$ cat config.mk
export PLATFORM = sky130hd
export DESIGN_NAME = berger_scrub_memory
export DESIGN_NICKNAME = d
export VERILOG_FILES = /design/src/rtl/berger_pkg.sv /design/src/rtl/berger_check.sv /design/src/rtl/berger_scrub_memory.sv
export SDC_FILE = /design/constraint.sdc
export NUM_CORES = 1
export LEC_CHECK = 0
export BUFFER_PORTS_ARGS = -buffer_cell sky130_fd_sc_hd__buf_4
export CAP_MARGIN = 20
export CORE_ASPECT_RATIO = 0.6
export CORE_MARGIN = 4
export CORE_UTILIZATION = 35
export DETAILED_ROUTE_END_ITERATION = 10
export PLACE_DENSITY = 0.47
export SYNTH_ARGS = -nofsm -noshare
export SYNTH_HDL_FRONTEND = slang
export SYNTH_SLANG_ARGS = --single-unit
$ cat constraint.sdc
create_clock -name clk -period 11.9 [get_ports clk]
set_input_delay 0.595 -clock clk [delete_from_list [all_inputs] [get_ports clk]]
set_output_delay 0.595 -clock clk [all_outputs]
set_load 0.005 [all_outputs]
$ cat src/rtl/berger_pkg.sv
// Shared definitions for the Berger-coded scrub memory.
// Contents: check-field width helper, zero-count function, scrub FSM state enum.
// Latency: n/a (package). Backpressure: n/a.
package berger_pkg;

    // Width of a Berger check field able to hold any zero count of data_w bits.
    function automatic int chk_width(input int data_w);
        return $clog2(data_w + 1);
    endfunction

    // Number of zero bits among the low w bits of d (supports words up to 64 bits).
    function automatic int unsigned zero_count(input logic [63:0] d, input int w);
        int unsigned cnt;
        cnt = 0;
        for (int i = 0; i < 64; i++) begin
            if (i < w && !d[i]) begin
                cnt = cnt + 1;
            end
        end
        return cnt;
    endfunction

    typedef enum logic [1:0] {
        SCRUB_IDLE  = 2'd0,
        SCRUB_READ  = 2'd1,
        SCRUB_CHECK = 2'd2,
        SCRUB_DONE  = 2'd3
    } scrub_state_e;

endpackage

$ cat src/rtl/berger_check.sv
// Berger codeword checker: splits {data, check} and flags a zero-count mismatch.
// Latency: combinational. Backpressure: none.
// Ports: code_i (codeword in), data_o (data field), mismatch_o (check != zeros(data)).
module berger_check
    import berger_pkg::*;
#(
    parameter int DATA_W = 8,
    parameter int CHK_W  = chk_width(DATA_W)
) (
    input  logic [DATA_W+CHK_W-1:0] code_i,
    output logic [DATA_W-1:0]       data_o,
    output logic                    mismatch_o
);

    logic [CHK_W-1:0] zeros;

    assign data_o     = code_i[DATA_W+CHK_W-1:CHK_W];
    assign zeros      = CHK_W'(zero_count(64'(data_o), DATA_W));
    assign mismatch_o = (code_i[CHK_W-1:0] != zeros);

endmodule

$ cat src/rtl/berger_scrub_memory.sv
// Berger-coded DEPTH x DATA_W memory with read-path fault injection, background scrubber
// and error logging. Latency: reads return 1 cycle after rd_en; sweep >= 2*DEPTH+1 cycles.
// Backpressure: none on user ports; user wr_en/rd_en stall the scrubber in READ.
// Ports: write (wr_*), read (rd_*), fault injection (fault_*), scrub control/status
// (scrub_*), error log (err_clear, err_count, err_flag, first_err_addr).
// Build option: define BERGER_FAULT_INJECT_EN to compile the read-path fault injector;
// without it the fault_* ports are ignored and stored codewords are read unaltered.
module berger_scrub_memory
    import berger_pkg::*;
#(
    parameter int DATA_W    = 8,
    parameter int ADDR_W    = 4,
    parameter int ERR_CNT_W = 8,
    localparam int CHK_W    = chk_width(DATA_W),
    localparam int CODE_W   = DATA_W + CHK_W
) (
    input  logic                 clk,
    input  logic                 rst,
    input  logic                 wr_en,
    input  logic [ADDR_W-1:0]    wr_addr,
    input  logic [DATA_W-1:0]    wr_data,
    input  logic                 rd_en,
    input  logic [ADDR_W-1:0]    rd_addr,
    output logic                 rd_valid,
    output logic [DATA_W-1:0]    rd_data,
    output logic                 rd_error,
    input  logic [CODE_W-1:0]    fault_mask,
    input  logic                 fault_enable,
    input  logic                 fault_zero_to_one,
    input  logic                 scrub_start,
    output logic                 scrub_busy,
    output logic                 scrub_done,
    input  logic                 err_clear,
    output logic [ERR_CNT_W-1:0] err_count,
    output logic                 err_flag,
    output logic [ADDR_W-1:0]    first_err_addr
);

    localparam int DEPTH = 2 ** ADDR_W;
    // All-zero data has DATA_W zero bits, so this is its valid encoding.
    localparam logic [CODE_W-1:0] RESET_WORD = {{DATA_W{1'b0}}, CHK_W'(DATA_W)};

    logic [CODE_W-1:0]    mem_q [DEPTH];
    logic [CHK_W-1:0]     wr_chk;

    // One read register is shared by user and scrub reads; the READ stall guarantees
    // they never collide.
    logic [CODE_W-1:0]    rd_code_q;
    logic                 rd_vld_q;
    logic [ADDR_W-1:0]    rd_addr_q;
    logic [CODE_W-1:0]    chk_code;
    logic [DATA_W-1:0]    chk_data;
    logic                 chk_mismatch;

    scrub_state_e         state_q;
    logic [ADDR_W-1:0]    scrub_addr_q;
    logic                 scrub_busy_q;
    logic                 scrub_done_q;
    logic                 user_acc;
    logic                 scrub_rd;

    logic [ERR_CNT_W-1:0] err_cnt_q, err_cnt_d;
    logic                 err_flag_q, err_flag_d;
    logic [ADDR_W-1:0]    first_err_q, first_err_d;
    logic                 user_err;
    logic                 scrub_err;
    logic [ADDR_W-1:0]    err_addr;

    assign wr_chk   = CHK_W'(zero_count(64'(wr_data), DATA_W));
    assign user_acc = wr_en | rd_en;
    assign scrub_rd = (state_q == SCRUB_READ) && !user_acc;

    // ---------------- storage ----------------
    always_ff @(posedge clk) begin
        if (!rst) begin
            for (int i = 0; i < DEPTH; i++) begin
                mem_q[i] <= RESET_WORD;
            end
        end else if (wr_en) begin
            mem_q[wr_addr] <= {wr_data, wr_chk};
        end
    end

    // ---------------- read register ----------------
    // Reads sample the array before a same-cycle write lands, so they return the old word.
    always_ff @(posedge clk) begin
        if (!rst) begin
            rd_code_q <= '0;
            rd_vld_q  <= 1'b0;
            rd_addr_q <= '0;
        end else begin
            rd_vld_q <= rd_en;
            if (rd_en) begin
                rd_code_q <= mem_q[rd_addr];
                rd_addr_q <= rd_addr;
            end else if (scrub_rd) begin
                rd_code_q <= mem_q[scrub_addr_q];
            end
        end
    end

    // ---------------- fault injection (read path only, storage untouched) ----------------
`ifdef BERGER_FAULT_INJECT_EN
    always_comb begin
        chk_code = rd_code_q;
        if (fault_enable) begin
            chk_code = fault_zero_to_one ? (rd_code_q | fault_mask) : (rd_code_q & ~fault_mask);
        end
    end
`else
    logic unused_fault;
    assign unused_fault = ^{fault_mask, fault_enable, fault_zero_to_one};
    assign chk_code     = rd_code_q;
`endif

    berger_check #(
        .DATA_W (DATA_W),
        .CHK_W  (CHK_W)
    ) u_check (
        .code_i     (chk_code),
        .data_o     (chk_data),
        .mismatch_o (chk_mismatch)
    );

    // The register also carries scrub words, so user-facing outputs are gated by rd_vld_q.
    assign rd_valid = rd_vld_q;
    assign rd_data  = rd_vld_q ? chk_data : '0;
    assign rd_error = rd_vld_q & chk_mismatch;

    // ---------------- scrub FSM ----------------
    always_ff @(posedge clk) begin
        if (!rst) begin
            state_q      <= SCRUB_IDLE;
            scrub_addr_q <= '0;
            scrub_busy_q <= 1'b0;
            scrub_done_q <= 1'b0;
        end else begin
            scrub_done_q <= 1'b0;
            case (state_q)
                SCRUB_IDLE: begin
                    if (scrub_start) begin
                        scrub_addr_q <= '0;
                        scrub_busy_q <= 1'b1;
                        state_q      <= SCRUB_READ;
                    end
                end
                SCRUB_READ: begin
                    if (!user_acc) begin
                        state_q <= SCRUB_CHECK;
                    end
                end
                SCRUB_CHECK: begin
                    if (scrub_addr_q == '1) begin
                        scrub_done_q <= 1'b1;
                        state_q      <= SCRUB_DONE;
                    end else begin
                        scrub_addr_q <= scrub_addr_q + 1'b1;
                        state_q      <= SCRUB_READ;
                    end
                end
                SCRUB_DONE: begin
                    scrub_busy_q <= 1'b0;
                    state_q      <= SCRUB_IDLE;
                end
                default: begin
                    scrub_busy_q <= 1'b0;
                    state_q      <= SCRUB_IDLE;
                end
            endcase
        end
    end

    assign scrub_busy = scrub_busy_q;
    assign scrub_done = scrub_done_q;

    // ---------------- error log ----------------
    // In CHECK the read register holds the scrub word (no user read preceded it).
    assign user_err  = rd_vld_q & chk_mismatch;
    assign scrub_err = (state_q == SCRUB_CHECK) & chk_mismatch;
    assign err_addr  = user_err ? rd_addr_q : scrub_addr_q;

    always_comb begin
        err_cnt_d   = err_cnt_q;
        err_flag_d  = err_flag_q;
        first_err_d = first_err_q;
        if (err_clear) begin
            err_cnt_d   = '0;
            err_flag_d  = 1'b0;
            first_err_d = '0;
        end else if (user_err || scrub_err) begin
            if (err_cnt_q != '1) begin
                err_cnt_d = err_cnt_q + ERR_CNT_W'(1);
            end
            err_flag_d = 1'b1;
            if (!err_flag_q) begin
                first_err_d = err_addr;
            end
        end
    end

    always_ff @(posedge clk) begin
        if (!rst) begin
            err_cnt_q   <= '0;
            err_flag_q  <= 1'b0;
            first_err_q <= '0;
        end else begin
            err_cnt_q   <= err_cnt_d;
            err_flag_q  <= err_flag_d;
            first_err_q <= first_err_d;
        end
    end

    assign err_count      = err_cnt_q;
    assign err_flag       = err_flag_q;
    assign first_err_addr = first_err_q;

endmodule

# After elaboration in Yosys (flattened, before gate mapping)
# Memory sizes are Yosys's and may differ from the RTL's. A register that Yosys moved wholly into a read port is not among the register bits.
# Index checks and enable logic that the tools add are counted.
# word_totals
reg_bits,38
latch_bits,0
mem_bits_rw,192
mem_bits_ro,0
in_bits,36
word_cells,95
memories,1
# mem_list
name,depth,width,read_ports,rd_clocked_by_memory_dff,wr,line_no,source
mem_q,16,12,2,1,16,berger_scrub_memory.sv:43,logic [CODE_W-1:0] mem_q [DEPTH];
# classes
n_addsub,16
multipliers,0
div,0
magnitude_cmp,0
n_eq_ne,9
n_shift,0
mux,39
n_bitwise,5
reduce_logical,15
# op_table
cell,n
$mux W4,19
$add A4 B1 Y4 const B,12
$mux W12,3
$reduce_or A12 Y1,1
$reduce_and A2 Y1,5
$mux W1,9
$add A8 B1 Y8 const B,1
$mux W2,4
$mux W8,1
$ne A8 B8 Y1 const B,1
$pmux W2 S4,1
$pmux W4 S2,1
$ne A2 B2 Y1 const B,3
$reduce_bool A2 Y1,3
$add A1 B1 Y2 const B,2
$eq A2 B2 Y1 const B,2
$eq A4 B4 Y1 const B,1
$ne A4 B4 Y1,1
$add A2 B1 Y3 const B,1
$reduce_and A3 Y1,1
$and A1 B1 Y1,2
$eq A2 B1 Y1 const B,1
$logic_not A2 Y1,1
$not A1 Y1,2
6 further kinds,6

# Longest topological paths before layout
# Gate-level depths: netlist of run 1.
# depth
ltp_word,19
mapped_depth,25
mapped_depth_nobuf,24

# Cells and area by module
# A second synthesis of run 1 with hierarchy kept.
# hier_totals
cells_unflattened,1014
hier_area_um2,13212.7
# by_module_without_submodules
mod,n_inst,cells_each,area_each_um2
berger_scrub_memory,1,930,12505.7
berger_check,1,84,706.9

# Worst setup path before layout of run 1
# No wires, ideal clock.
# synth_timing
path_type,input to register
start,input port wr_data[0]
end,"memory mem_q[0][2] (netlist name), data pin"
setup_time_ns,0.265
arrival_ns,4.762
required_ns,11.635
slack_ns,6.873
path_stages,21
n_path_buf,2
cell_sequence,clkinv_1 > clkbuf_1 > ha_1 > xnor2_1 > ha_1 > nor2b_1 > a31o_2 > ha_1 > mux2_2 > ha_1 > mux2i_1 > inv_1 > ha_1 > nor2_1 > a21oi_1 > ha_1 > nor2b_1 > xnor2_1 > xnor2_1 > clkbuf_1 > nor2_1
# synth_rtl
element,line_no,source
"start, declared",berger_scrub_memory.sv:21,"input logic [DATA_W-1:0] wr_data,"
"end, declared",berger_scrub_memory.sv:43,

# Final worst setup path of run 1
# layout_timing
start,"register rd_code_q[4], in the netlist chk_code[4]"
end,output port rd_error
# layout_between
elab_chain_len,17
# layout_rtl
element,line_no,source
"start, declared",berger_scrub_memory.sv:48,logic [CODE_W-1:0] rd_code_q;
"start signal, assigned",berger_scrub_memory.sv:94,rd_code_q <= mem_q[rd_addr];
"start signal, assigned",berger_scrub_memory.sv:97,rd_code_q <= mem_q[scrub_addr_q];
$mux W1 (*),berger_pkg.sv:16,if (i < w && !d[i]) begin
$add A1 B1 Y2,berger_pkg.sv:17,cnt = cnt + 1;
$mux W4 (*),berger_pkg.sv:16,
$add A4 B1 Y4,berger_pkg.sv:17,
$mux W4 (*),berger_pkg.sv:16,
$add A4 B1 Y4,berger_pkg.sv:17,
$mux W4 (*),berger_pkg.sv:16,
$add A4 B1 Y4,berger_pkg.sv:17,
$mux W4 (*),berger_pkg.sv:16,
$add A4 B1 Y4,berger_pkg.sv:17,
$mux W4 (*),berger_pkg.sv:16,
$add A4 B1 Y4,berger_pkg.sv:17,
$mux W4 (*),berger_pkg.sv:16,
$add A4 B1 Y4,berger_pkg.sv:17,
$mux W4 (*),berger_pkg.sv:16,
$ne A4 B4 Y1 (*),berger_check.sv:19,assign mismatch_o = (code_i[CHK_W-1:0] != zeros);
$and A1 B1 Y1 (*),berger_scrub_memory.sv:128,assign rd_error = rd_vld_q & chk_mismatch;
"end, declared",berger_scrub_memory.sv:26,"output logic rd_error,"
# Mark *: on every way between the ends. The rest lies on a longest branch, timed or not.

==> flow_results.org, run 1 <==
** Yosys
- The portion of synthesized area spent on multiplexers is 0.2198.
- Top FF cell, synth :: sky130_fd_sc_hd__edfxtp_1
- After synthesis the cells add up to 0.01272 mm2.
- Counting flops with an async set or reset pin after synthesis yields a share of 0.
- Synthesized-area fraction occupied by xor and xnor cells :: 0.02793
- Avg Inst Size Synth :: 13.36 um2
- Counting flops with a built-in enable in the synthesized netlist gives 192.
- Combinational family with the most area after synthesis :: multiplexers
- Of the total synthesized cell area, the portion taken by full adders, half adders and majority gates is 0.01573.
- Share of the yosys chip area belonging to registers :: 0.5192
- Of the total synthesized cell area, the portion taken by AND, OR, NAND and NOR gates is 0.1492.
- Post-synthesis sequential element count :: 234
- Number of standard cells after synthesis :: 952
- Post-synthesis compound-gate area fraction :: 0.04091
- Ys Warns :: 0
- Number of library cell types mapped by synthesis :: 57
- When the netlist entered floorplanning its net count stood at 1004.

** Clock tree
- The clock passes through at most 3 buffers.
- The tree built by TritonCTS fans out to 234 sinks.
- Number of instances resized during post-cts repair :: 0
- Clock-pin slew was measured on the worst setup and hold paths at 60 ps.
- Total setup buffers inserted after CTS :: 0
- The cell sitting at the root of the clock tree is a sky130_fd_sc_hd__clkbuf_16.
- In this run, post-CTS hold repair placed 0 buffers.
- TritonCTS built the clock tree.
- Number of levels the H-tree was split into :: 1
- At the later pin of the worst-skew pair, clock insertion delay measures 540 ps.
- Inserted Clock Buffers :: 24

** Timing
- Adding up every negative setup slack in the final design gives 0 ps.
- Clock skew :: 6.105 ps
- Number of endpoints with negative hold slack in the final report :: 0
- Final clock period utilization by the worst path :: 0.4894
- Max-slew violation count :: 0
- Setup violations remaining at the end of the flow were counted as 0.
- Highest achievable clock rate :: 171.7 MHz
- Transition time at the pin with the least slew margin :: 1062 ps
- Unrepaired setup endpoints after global routing :: false
- The worst pin sits at a relative slew slack of 0.2867.
- In the post-route analysis, the smallest setup slack over all paths is 6076 ps.
- Hold is met by 358.6 ps.
- Counting I/O delays and the setup requirement, the final critical path takes 5824 ps.

** GRT
- Global-route congestion overflow total :: 0
- The number of antenna violations at the first check in global routing was 3.
- Global router's overall resource usage :: 0.1954
- Entering global routing, the biggest net connects 50 pins.
- The first global-routing pass estimated 56450 um of wire.
- The number of global-route vias before repair was 7901.

** Setup path
- Reg-to-reg endpoint :: err_count[5]
- Data arrives at the worst endpoint at 5230 ps.
- Nature of the critical path endpoint :: output pin
- The setup check on the worst reg-to-reg path leaves a slack of 6910 ps.
- Crit path launch type :: register
- STA puts the critical path data required time at 11310 ps.
- Count of cells along the worst register-to-register path :: 22
- The setup path with the least slack is of type register to output pin.
- Beginning of the worst register-to-register path :: chk_code[4]
- Along the worst path, the maximum fanout reaches 11.

** Cells and area
- Fraction of layout cells with a size suffix above 1 :: 0.2370
- Area growth syn-to-layout :: 12.02%
- Non-filler instance count after layout :: 1451
- The final layout contains 1017 nets.

** Pwr
- Highest ir drop seen on vdd :: 156.5 uV
- The completed layout was analyzed and its total power is 0.002219 W.
- Pwr dens :: 155.7 mW/mm2
- In this run the static leakage power is 4.951 nW.

** Route
- Routed wire per std cell :: 26.69 um
- DRC violation total after the first TritonRoute iteration :: 835
- Dividing the detail-routed via count by the number of cells gives 5.680.
- Drt drc :: 0
- The final layout contains routed wiring with a total length of 38720 um.
- Total number of vias :: 8241
- Antenna viol nets, final :: 0
- First drt pass iteration count :: 7

** Floorplanning
- DIE HEIGHT :: 155.7 um
- The floorplan has 53 rows.
- For this design the top-level I/O count stands at 61.
- Area inside the core boundary :: 0.03541 mm2
- Die X :: 254.1 um
- The die covers 0.03957 mm2.
- Initial core utilization :: 0.3593

** Flow run
- Max-cap violations in this run came to 0.

** Worst hold path
- Hold WC Path Type :: input pin to register
- Worst hold path cell count :: 3
- Endpoint of the worst hold path :: err_flag
- Hold Crit Start :: err_clear

** Placement
- At the placement stage, the worst setup path has a slack of 6109 ps.
- The number of placed instances, taps included, is 1405.
- GPL Wtd Cong :: 0.8227
- Detailed placement HPWL :: 26330 um
- Port buffering added 46 buffers.

** Run status
- Outcome :: complete, no violations
-- sequential cells by signal, summed over array words and instances, names as in the netlist, named ones only --
name            flops
mem_q             192
scrub_addr_q        4
state_q             2
rd_valid            1
rd_addr_q           4
scrub_busy          1
first_err_addr      4
err_flag            1
chk_code           12
scrub_done          1
err_count           8
-- worst max-delay path: stages (launching register included) --
cell and delay (ps):
sky130_fd_sc_hd__dfxtp_1 360, sky130_fd_sc_hd__inv_1 80, sky130_fd_sc_hd__ha_1 400, sky130_fd_sc_hd__xnor2_1 160, sky130_fd_sc_hd__ha_1 320, sky130_fd_sc_hd__nand2b_1 120, sky130_fd_sc_hd__nand2_1 70, sky130_fd_sc_hd__ha_1 300
sky130_fd_sc_hd__nor2_1 120, sky130_fd_sc_hd__nor2_1 50, sky130_fd_sc_hd__ha_1 280, sky130_fd_sc_hd__nand2_1 150, sky130_fd_sc_hd__nand2_1 70, sky130_fd_sc_hd__ha_1 290, sky130_fd_sc_hd__nor2_1 130, sky130_fd_sc_hd__a31oi_1 60
sky130_fd_sc_hd__ha_1 280, sky130_fd_sc_hd__o21ai_0 60, sky130_fd_sc_hd__a41oi_1 210, sky130_fd_sc_hd__xnor2_1 140, sky130_fd_sc_hd__o21ai_1 210, sky130_fd_sc_hd__or2_1 450, sky130_fd_sc_hd__and2_1 230, sky130_fd_sc_hd__buf_4 130
-- metrics by stage --
step / instance area [um2] / util
after floorplan: 12720 / -
after global placement: 13500 / 0.3813
after detailed placement: 13500 / 0.3813
after CTS: 14240 / 0.4023
after global routing: 14250 / 0.4025
final: 14250 / 0.4025
-- logic make-up after synthesis --
| group | after synthesis |
|---|---|
| buf+inv | 88 |
| compound gates | 76 |
| flops | 234 |
| fa+ha+maj | 16 |
| simple gates | 376 |
| xor+xnor | 34 |
| mux | 128 |
-- routing by layer --
| metal | GRT usage | share of wire |
|---|---|---|
| met1 | 0.3317 | 0.51 |
| met2 | 0.2464 | 0.39 |
| met3 | 0.05681 | 0.095 |
| met4 | 0.02296 | 0.0088 |
| met5 | 0 | 0 |
-- cells in the mapped netlist, drive strengths merged (3+ instances only) --
master  number  area share
mux4       121        0.21
dfxtp       42       0.066
ha          16       0.016
a21boi       6      0.0035
or2          3      0.0015
edfxtp     192        0.45
nor2b       20      0.0098
a21oi       11      0.0043
a31oi        4      0.0020
a211oi       4      0.0024
and3        56       0.028
and2        61       0.030
xor2         7      0.0048
nor3         8      0.0031
o22ai        8      0.0039
a22oi        6      0.0035
mux2i        6      0.0047
buf         15      0.0057
inv         11      0.0032
clkbuf      60       0.018
nand3       23      0.0090
xnor3        3      0.0053
nand4        3      0.0015
or3          3      0.0015
nor4         3      0.0015
xnor2       23       0.016
nor2       112       0.033
nand2b      15      0.0074
o21ai       16      0.0063
o21a         3      0.0018
o31ai        6      0.0035
nand2       62       0.018
-- power breakdown --
group	internal (W)	switching, W	leakage [nW]
clock	0.000408	0.000333	0.355
combinational	0.000207	0.000308	2.41
sequential	0.000934	0.0000299	2.18
-- layout by cell type, fill, tap and decap left out, types with 16 or more instances in the layout --
master,Yosys,layout
sky130_fd_sc_hd__xnor2_1,23,23
sky130_fd_sc_hd__nor2_1,112,111
sky130_fd_sc_hd__buf_4,0,61
sky130_fd_sc_hd__dfxtp_1,42,40
sky130_fd_sc_hd__ha_1,16,16
sky130_fd_sc_hd__and3_1,56,56
sky130_fd_sc_hd__edfxtp_1,192,192
sky130_fd_sc_hd__nand3_1,23,23
sky130_fd_sc_hd__nand2_1,62,62
sky130_fd_sc_hd__nor2b_1,20,18
sky130_fd_sc_hd__clkbuf_16,0,24
sky130_fd_sc_hd__and2_1,60,60
sky130_fd_sc_hd__mux4_2,121,121
-- how the worst max path moves through the flow --
stage                            from           to  slack [ps]  cells after the start
after floorplan            wr_data[0]  mem_q[0][2]        6870                     21
after global placement     wr_data[0]  mem_q[3][2]        6130                     21
after detailed placement   wr_data[0]  mem_q[8][2]        6110                     22
after CTS                 chk_code[4]     rd_error        6040                     23
after global routing      chk_code[5]     rd_error        5590                     23
final                     chk_code[4]     rd_error        6080                     23
-- final cells by class --
cell class	instances	area [um2]
inverter	13	48.80
multi-input combinational	630	5801
timing repair buffer	62	462.9
clock buffer	34	658.1
fill	3368	21160
tap	467	584.3
antenna	1	2.502
sequential	234	6611
clock inverter	10	83.83
Power figures use the tool's default switching activity.
==> run 2, diff against run 1 <==
--- a/config.mk
+++ b/config.mk
@@ -11,7 +11,7 @@
 export CORE_MARGIN = 4
 export CORE_UTILIZATION = 35
 export DETAILED_ROUTE_END_ITERATION = 10
-export PLACE_DENSITY = 0.47
+export PLACE_DENSITY = 0.49
 export SYNTH_ARGS = -nofsm -noshare
 export SYNTH_HDL_FRONTEND = slang
 export SYNTH_SLANG_ARGS = --single-unit
==> constraint.sdc (replaced) <==
create_clock -name clk -period 5.2 [get_ports clk]
set_input_delay 0.26 -clock clk [delete_from_list [all_inputs] [get_ports clk]]
set_output_delay 0.26 -clock clk [all_outputs]
set_load 0.005 [all_outputs]
==> run 2 against run 1 <==
Total power is 130% higher. Clock skew is 2.5 ps higher. Combinational power is 150% higher. Design area is 1.1% higher. Register-to-register slack worse by 6300 ps. Wire length is 0.88% higher. Sequential share of layout area is 0.49 points lower. Via count is 0.74% higher. Non-clock buffer count is 11 higher.
==> flow_results.org, run 2 (synthesized netlist as in run 1, its figures left out) <==
** Pwr
- The areal power density over the cells was 359.8 mW/mm2 (+130%).
- Highest ir drop seen on vdd :: 199.9 uV (+28%)
- Leak Pwr :: 5.015 nW (+1.3%)

** Timing
- Max-slew violation count :: 0 (unchanged)
- The worst slew margin relative to its limit is 0.2704 (-0.01628).
- The worst hold slack is 151.1 ps (-207.5 ps).
- The measured slew at the worst slew-check pin is 1093 ps (+31.42 ps).
- Clock skew :: 8.605 ps (+2.500 ps)
- Setup repair after global routing left no endpoint under its margin.
- Setup TNS :: 0 ps (unchanged)
- The final count of hold timing violations came to 0 (unchanged).
- Of the available clock period, the critical path in the final layout requires 0.9391.
- The clock period could shrink to 4883 ps.
- Timing would allow up to 204.8 MHz.
- Number of setup violations in the final report :: 0 (unchanged)

** Setup path
- Type of the setup path with the least slack :: register to output pin
- The maximum fanout along the worst path came to 7 (-4).
- The endpoint arrival time on the critical path is 4620 ps (-610 ps).
- Nature of the critical path endpoint :: output pin
- Crit path launch type :: register
- The required time at the endpoint of the critical path is 4940 ps (-6370 ps).

** GRT
- The wire length of the first global-routing pass came to 57160 um (+1.3%).
- Number of antenna violations at the first check in global routing :: 2 (-1)
- The remaining global-route overflow is 0 (unchanged).
- Global router's overall resource usage :: 0.1985 (+0.003118)
- The maximum number of pins on one net before global-route repair was 50 (unchanged).
- The number of global-route vias before repair is 7992 (+1.2%).

** Route
- The number of detailed-routing iterations run before antenna repair came to 5 (-2).
- Vias/cell :: 5.682 (about the same)
- Aggregate routed wire length :: 39060 um (+0.88%)
- The residual antenna-violating net count after detailed routing was 0 (unchanged).
- Total number of vias :: 8302 (+0.74%)
- The number of design rule violations left after detail routing was 0 (unchanged).
- The first-iteration detailed-routing DRC count was 782 (-6.3%).
- The routed wirelength normalized by instance count is 26.73 um (+0.19%).

** Worst hold path
- Hold WC Path Type :: input pin to register

** Cells and area
- Reg with most FFs :: mem_q
- Area growth syn-to-layout :: 13.26%
- The library cell used most frequently in the layout, excluding fill and tap cells, is sky130_fd_sc_hd__edfxtp_1.
- Total number of nets in the final design :: 1028 (+1.1%)
- In the layout the commonest cells are sky130_fd_sc_hd__edfxtp_1 (192), sky130_fd_sc_hd__mux4_2 (121), sky130_fd_sc_hd__nor2_1 (108), sky130_fd_sc_hd__buf_4 (69), sky130_fd_sc_hd__nand2_1 (61).
- The flip-flop count of the largest register after layout was 192 (unchanged).
- Fraction of layout cells with a size suffix above 1 :: 0.2548 (+0.01775)

** Placement
- IO Port Bufs :: 46 (unchanged)
- The half-perimeter wire length after detailed placement came to 26760 um (+1.6%).
- GPL Wtd Cong :: 0.8439 (+2.6%)

** Floorplanning
- The area of the core was 0.03541 mm2 (unchanged).
- The initial standard-cell utilization of the core came to 0.3593 (unchanged).
- The die footprint was 0.03957 mm2 (unchanged).
- I/O pin count :: 61 (unchanged)
- Number of placement rows :: 53 (unchanged)
- DIE HEIGHT :: 155.7 um (unchanged)
- Die X :: 254.1 um (unchanged)

** Clock tree
- Clock tree synthesis selected as its root buffer the cell sky130_fd_sc_hd__clkbuf_16.
- The CTS buffer count is 24 (unchanged).
- Buffers from clock root to sink, at most :: 3 (unchanged)
- Clock insertion delay at the later pin of the skew report :: 530 ps (about the same)
- The clock-pin slew of the registers on the worst-case setup and hold paths was 70 ps (about the same).
- TritonCTS built the clock tree.
- The number of levels the H-tree was split into is 1 (unchanged).
- Sinks on Clock Net :: 234 (unchanged)

** Run status
- Outcome :: complete, no violations

** Flow run
- Maximum capacitance violations :: 0 (unchanged)
run 2: cell types whose count changed in the layout (fill, tap and decap cells not counted), moves of 3 or more:
cell                       before  now
sky130_fd_sc_hd__buf_4         61   69
sky130_fd_sc_hd__clkbuf_1       8   11
sky130_fd_sc_hd__ha_1          16   13
sky130_fd_sc_hd__ha_4           0    3
sky130_fd_sc_hd__nor2_1       111  108
sky130_fd_sc_hd__nor2_2         1    4
run 2: report_power, final:
| group | switching (W) | total (W) | internal (W) |
|---|---|---|---|
| sequential | 0.0000657 | 0.00220 | 0.00214 |
| clock | 0.000751 | 0.00170 | 0.000950 |
| combinational | 0.000731 | 0.00128 | 0.000551 |
run 2: path summary, 6_finish.rpt:
| kind | startpoint | to | slack (ps) | depth (start not counted) |
|---|---|---|---|---|
| setup / recovery | chk_code[4] | rd_error | 320 | 22 |
| setup reg to reg | chk_code[4] | first_err_addr[2] | 650 | 24 |
| hold reg to reg | chk_code[1] | chk_code[1] | 480 | 2 |
| hold / removal | wr_addr[2] | mem_q[3][3] | 150 | 3 |
run 2: what timing repair did:
item                                    in CTS  in global routing
setup buffers                                0                  5
hold endpoints to repair                     1                  0
resized for setup                            2                 11
hold buffers                                 1                  0
endpoints found under the setup margin       1                  2
pin swaps                                    0                  6
run 2: cell type report:
| type | instances | area (um2) |
|---|---|---|
| fill | 3345 | 21000 |
| multi-input combinational | 630 | 5851 |
| antenna | 1 | 2.502 |
| inverter | 13 | 48.80 |
| timing repair buffer | 73 | 573.1 |
| clock buffer | 37 | 680.7 |
| clock inverter | 6 | 56.30 |
| sequential | 234 | 6614 |
| tap | 467 | 584.3 |
run 2: per-layer routing:
layer,track usage,up-vias,wire [um]
met4,0.02897,0,408
li1,-,3689,-
met2,0.2430,292,14750
met5,0,-,0
met3,0.07148,30,4146
met1,0.3320,4291,19750
run 2: through the flow:
| stage | utilization | std cells | area, um2 | setup WS [ps] | total power, W |
|---|---|---|---|---|---|
| after floorplan | - | 952 | 12720 | 508.0 | 0.003028 |
| after global placement | 0.3830 | 1410 | 13560 | 493.4 | 0.003382 |
| after detailed placement | 0.3830 | 1410 | 13560 | 421.5 | 0.003396 |
| after CTS | 0.4042 | 1454 | 14310 | 4.446 | 0.005101 |
| after global routing | 0.4069 | 1461 | 14410 | 17.48 | 0.005421 |
| final | 0.4069 | 1461 | 14410 | 316.8 | 0.005185 |
run 2: critical path, stage by stage (launching register included):
cell                       delay [ps]
sky130_fd_sc_hd__dfxtp_2          340
sky130_fd_sc_hd__inv_1             80
sky130_fd_sc_hd__ha_4             270
sky130_fd_sc_hd__xnor2_1          130
sky130_fd_sc_hd__ha_1             330
sky130_fd_sc_hd__nand2b_1         100
sky130_fd_sc_hd__nand2_1           90
sky130_fd_sc_hd__ha_4             230
sky130_fd_sc_hd__nor2_2           100
sky130_fd_sc_hd__nor2_1            60
sky130_fd_sc_hd__ha_1             310
sky130_fd_sc_hd__nand2_2           80
sky130_fd_sc_hd__nand2_1          110
sky130_fd_sc_hd__ha_4             130
sky130_fd_sc_hd__nor2b_1          220
sky130_fd_sc_hd__xnor2_1          150
sky130_fd_sc_hd__xnor3_1          280
sky130_fd_sc_hd__xnor2_1          150
sky130_fd_sc_hd__nor3_1           240
sky130_fd_sc_hd__o21ai_2          140
sky130_fd_sc_hd__or2_4            290
sky130_fd_sc_hd__and2_1           160
sky130_fd_sc_hd__buf_4            130
